[src/rtl/pmem_arbiter.sv]
// Round-robin arbiter sharing one 64-bit pmem port between the icache and dcache.
// Whole cache lines are serialized into 4-beat bursts; one line transaction in flight at a time.
module pmem_arbiter #(
   parameter int LINE_W = 256,
   parameter int BEAT_W = 64
) (
   input  logic              clk,
   input  logic              rst,
   input  logic              ipmem_read,
   input  logic [31:0]       ipmem_address,
   output logic [LINE_W-1:0] ipmem_rdata,
   output logic              ipmem_resp,
   input  logic              dpmem_read,
   input  logic              dpmem_write,
   input  logic [31:0]       dpmem_address,
   input  logic [LINE_W-1:0] dpmem_wdata,
   output logic [LINE_W-1:0] dpmem_rdata,
   output logic              dpmem_resp,
   output logic              pmem_read,
   output logic              pmem_write,
   output logic [31:0]       pmem_address,
   output logic [BEAT_W-1:0] pmem_wdata,
   input  logic [BEAT_W-1:0] pmem_rdata,
   input  logic              pmem_resp
);

   localparam int BEATS = LINE_W / BEAT_W;
   localparam int CNT_W = $clog2(BEATS);
   localparam int OFF_W = $clog2(LINE_W / 8);
   localparam logic [31:0] LINE_MASK = ~32'((1 << OFF_W) - 1);
   localparam logic [CNT_W-1:0] LAST_BEAT = CNT_W'(BEATS - 1);
   localparam logic GRANT_I = 1'b0;
   localparam logic GRANT_D = 1'b1;

   typedef enum logic [2:0] {
      IDLE,
      I_READ,
      D_READ,
      D_WRITE,
      I_DONE,
      D_DONE
   } state_t;

   state_t            state_reg, state_next;
   logic [CNT_W-1:0]  cnt_reg, cnt_next;
   logic [LINE_W-1:0] line_reg, line_next;
   logic [31:0]       addr_reg, addr_next;
   logic              last_grant_reg, last_grant_next;

   logic              i_req, d_req, grant_d;
   logic              in_read, last_beat;
   logic [LINE_W-1:0] fill_line;
   logic [BEAT_W-1:0] line_beat [BEATS];

   // fill_line is the buffer with the current beat slot replaced by the incoming read beat
   generate
      for (genvar gi = 0; gi < BEATS; gi++) begin : g_beat
         assign line_beat[gi] = line_reg[gi*BEAT_W +: BEAT_W];
         assign fill_line[gi*BEAT_W +: BEAT_W] =
            (cnt_reg == CNT_W'(gi)) ? pmem_rdata : line_reg[gi*BEAT_W +: BEAT_W];
      end
   endgenerate

   assign i_req     = ipmem_read;
   assign d_req     = dpmem_read | dpmem_write;
   assign grant_d   = d_req & (~i_req | (last_grant_reg == GRANT_I));
   assign in_read   = (state_reg == I_READ) || (state_reg == D_READ);
   assign last_beat = (cnt_reg == LAST_BEAT);

   always_ff @(posedge clk or negedge rst) begin
      if (!rst) begin
         state_reg      <= IDLE;
         cnt_reg        <= '0;
         line_reg       <= '0;
         addr_reg       <= '0;
         last_grant_reg <= GRANT_D;
      end else begin
         state_reg      <= state_next;
         cnt_reg        <= cnt_next;
         line_reg       <= line_next;
         addr_reg       <= addr_next;
         last_grant_reg <= last_grant_next;
      end
   end

   always_comb begin
      state_next      = state_reg;
      cnt_next        = cnt_reg;
      line_next       = line_reg;
      addr_next       = addr_reg;
      last_grant_next = last_grant_reg;
      case (state_reg)
         IDLE: begin
            if (i_req || d_req) begin
               cnt_next        = '0;
               last_grant_next = grant_d;
               if (grant_d) begin
                  addr_next = dpmem_address & LINE_MASK;
                  if (dpmem_write) begin
                     state_next = D_WRITE;
                     line_next  = dpmem_wdata;
                  end else begin
                     state_next = D_READ;
                  end
               end else begin
                  addr_next  = ipmem_address & LINE_MASK;
                  state_next = I_READ;
               end
            end
         end
         I_READ, D_READ: begin
            if (pmem_resp) begin
               line_next = fill_line;
               cnt_next  = cnt_reg + 1'b1;
               if (last_beat) begin
                  state_next = (state_reg == I_READ) ? I_DONE : D_DONE;
               end
            end
         end
         D_WRITE: begin
            if (pmem_resp) begin
               cnt_next = cnt_reg + 1'b1;
               if (last_beat) begin
                  state_next = D_DONE;
               end
            end
         end
         I_DONE, D_DONE: begin
            state_next = IDLE;
         end
         default: begin
            state_next = IDLE;
         end
      endcase
   end

   assign pmem_read    = in_read;
   assign pmem_write   = (state_reg == D_WRITE);
   assign pmem_address = addr_reg;
   assign pmem_wdata   = (state_reg == D_WRITE) ? line_beat[cnt_reg] : '0;
   assign ipmem_resp   = (state_reg == I_DONE);
   assign dpmem_resp   = (state_reg == D_DONE);
   // Only the resp cycle is meaningful on the rdata outputs
   assign ipmem_rdata  = line_reg;
   assign dpmem_rdata  = line_reg;

endmodule

[config.mk]
export PLATFORM = sky130hd
export DESIGN_NAME = pmem_arbiter
export DESIGN_NICKNAME = d
export VERILOG_FILES = /design/src/rtl/pmem_arbiter.sv
export SDC_FILE = /design/constraint.sdc
export NUM_CORES = 1
export LEC_CHECK = 0
export ABC_AREA = 1
export CAP_MARGIN = 20
export CELL_PAD_IN_SITES_DETAIL_PLACEMENT = 0
export CELL_PAD_IN_SITES_GLOBAL_PLACEMENT = 1
export CORE_AREA = 2 2 391 393
export CTS_BUF_LIST = sky130_fd_sc_hd__clkbuf_2
export CTS_CLUSTER_DIAMETER = 80
export DETAILED_ROUTE_END_ITERATION = 7
export DIE_AREA = 0 0 393 395
export PLACE_DENSITY = 0.44
export SLEW_MARGIN = 5
export SYNTH_ARGS = -nofsm -noshare
export SYNTH_HDL_FRONTEND = slang
export SYNTH_SLANG_ARGS = --single-unit
[constraint.sdc]
create_clock -name clk -period 2.5 [get_ports clk]
set_input_delay 0.5 -clock clk [delete_from_list [all_inputs] [get_ports clk]]
set_output_delay 0.5 -clock clk [all_outputs]
set_load 0.02 [all_outputs]
==> flow_metrics.tcl <==
set metrics [dict create \
    largest_reg_flops 256 \
    skew_ns 0.162 \
    synthCells 2729 \
    ys_seq_elements 289 \
    portBuffers 986 \
    path_class "reg2out" \
    cts_made_buffers 98 \
    drive_gt1_share_pct 39.3 \
    wl_um 157000 \
    pwr_density_cell_nw_per_um2 1560 \
    final-setup-viol-count 321 \
    grt-ovfl-total 0 \
    synth_area_um2 18800 \
    antenna_left 0 \
    die_h_um 395 \
    post-route-min-period_ns 3.43 \
    rrSetupSlack_ns -0.13 \
    grt_pass1_vias 26990 \
    routed_via_density 4.00 \
    leakage_nw 20.1 \
    start_util_pct 12.4 \
    vias 25972 \
    dpl.hpwl_um 109000 \
    synth.avg_cell_area_um2 6.88 \
    synth_warnings 0 \
    crit_path_frequent_cell "buf_6" \
    final_area_um2 41700 \
    slowest_stage "dfrtp_4" \
    routabilityCongestion 0.820 \
    max_stage_delay_ns 0.49 \
    clk_path_buf_depth 3 \
    grt_first_pass_wirelength_um 213000 \
    cts.clk_slew.worst_paths_ns 0.11 \
    crit_chain "buf_12 -> buf_16 -> buf_6 -> nor2_2 -> nor2_1 -> o21ai_1 -> a21oi_2 -> buf_4 -> buf_6" \
    outcome "finished, violations left" \
    ios 1002 \
    dr.pass1.iters 5 \
    dpl_cell_area_um2 30800 \
    fin_nets 4789 \
    cts-root-buf "clkbuf_2" \
    ir_worst_vdd_v 0.000733 \
    grt_max_degree 51 \
    drc 0 \
    post-route-period-util_pct 137 \
    cap_violations 0 \
    chipWidth_um 393 \
    routedWlPerCell_um 24.1 \
    worstSetupEndpointType "output port" \
    rows 143 \
    h-tree-depth 3 \
    start_kind "register" \
    slew_violations 0 \
    setup_ws_ns -0.933 \
    arrival_ns 2.93 \
    antenna_found_initial 23 \
    clock-sinks 289 \
    core_area_um2 151000 \
    synth_seq_area_share_pct 38.5 \
    max_freq_mhz 291 \
    finalHoldViolCount 0 \
    cts_tree "built" \
    grtUsageTotal_pct 19.5 \
    rsz0062_at_grt "true" \
    violations "setup timing" \
    place_inst 5488 \
    synthToLayoutAreaGrowth_pct 122 \
    critPathMaxFanout 6 \
    layout.cells.non_filler 6499 \
    cp.required_ns 2.00 \
    clk-insertion-delay-late_ns 1.34 \
    synth_cell_type_count 25 \
    slew_headroom_pct 57.7 \
    dieArea_um2 155000 \
    min_path_type "in2async" \
    worst_pin_slew_ns 0.634 \
    drt_iter0_markers 1535 \
]
==> final timing paths <==
path,end,start,depth (start not counted)
setup reg to reg,dpmem_rdata[85],cnt_reg[0],10
setup / recovery,pmem_wdata[49],cnt_reg[0],9
max in group asynchronous,dpmem_rdata[50],rst,6
hold reg to reg,dpmem_rdata[237],dpmem_rdata[237],2
min in group clk,pmem_address[6],ipmem_address[6],4
hold / removal,dpmem_rdata[72],rst,4
==> cell families after synthesis <==
| logic type | share of synthesized area (%) |
|---|---|
| DFF | 38.5 |
| adders and majority gates | 0.267 |
| AOI/OAI and AO/OA | 6.83 |
| other | 0.0200 |
| and+or+nand+nor | 38.1 |
| buffers and inverters | 16.2 |
==> per-stage QoR <==
step	power, mW	setup TNS, ns	hold slack (ns)	utilization (%)	setup WS, ns
floorplan	29.8	0	0.204	-	0.335
detailed placement	50.0	-0.173	0.464	20.4	-0.153
global route	69.5	-239.20	0.0767	27.6	-1.29
CTS	64.3	-246.76	0.0143	26.9	-1.24
finish	65.3	-69.22	0.337	27.6	-0.933
global placement	50.1	-0.125	0.459	20.4	-0.115
==> layer usage <==
metal	GRT usage (%)	wire length, µm	vias up
li1	-	-	12089
met1	25.3	68100	12683
met2	33.2	75800	993
met3	3.49	8940	195
met4	4.67	3580	12
met5	0	92	-
==> power by group <==
part | switching [mW] | leakage (nW) | internal [mW]
Combinational | 28.9 | 16.0 | 22.2
Clock | 2.67 | 0.646 | 1.64
Sequential | 2.55 | 3.39 | 7.33
Total | 34.1 | 20.1 | 31.2
==> area by class of cell <==
type	count	area, µm²
diodes	14	35.0
clock buffers	142	711
clock inverters	18	124
fillers	16610	109000
inverters	16	103
multi-input cells	1959	9320
flip-flops and latches	289	7460
well taps	2030	2540
repair buffers	2031	21400
==> worst max-delay path: cells and delay by family (launching register included) <==
kind | cells | cell delay, ns
compound gates | 2 | 0.32
buf+inv | 5 | 0.70
flops | 1 | 0.49
simple gates | 2 | 0.11
==> placed cells by master (no fill, tap or decap), types with 114 or more instances in the layout <==
master / instances
dfrtp_2: 176
nand4_1: 257
nor2_1: 197
dlygate4sd3_1: 406
clkbuf_2: 154
buf_12: 114
buf_4: 359
buf_6: 638
clkdlybuf4s50_1: 378
nand2_1: 1071
==> synthesized netlist by cell type <==
cell type	instances	share of area, %
nand4_1	257	8.6
inv_2	3	0.060
buf_6	6	0.36
nand2_1	1074	21
nand3_1	66	1.8
a21oi_1	65	1.7
buf_2	106	2.8
inv_1	13	0.26
ha_1	4	0.27
o21ai_0	186	5.0
nand2_2	1	0.033
conb_1	1	0.020
nand3b_1	2	0.080
dfrtp_1	288	38
nor3_1	1	0.027
o21ai_4	1	0.087
nand3_4	3	0.28
o21ai_1	2	0.053
dfstp_2	1	0.14
nand3_2	1	0.053
buf_4	277	11
buf_1	16	0.32
nand4_2	1	0.067
clkbuf_1	64	1.3
nor2_1	290	5.8
==> what timing repair did <==
| action | CTS | global route |
|---|---|---|
| setup endpoints to repair | 619 | 771 |
| gates resized for setup | 3611 | 422 |
| pin swaps | 84 | 81 |
| gates cloned | 12 | 5 |
| buffers inserted | 380 | 82 |
| hold buffers | 407 | 0 |
| endpoints found under the hold margin | 578 | 0 |
(Power assumes the default switching activity.)
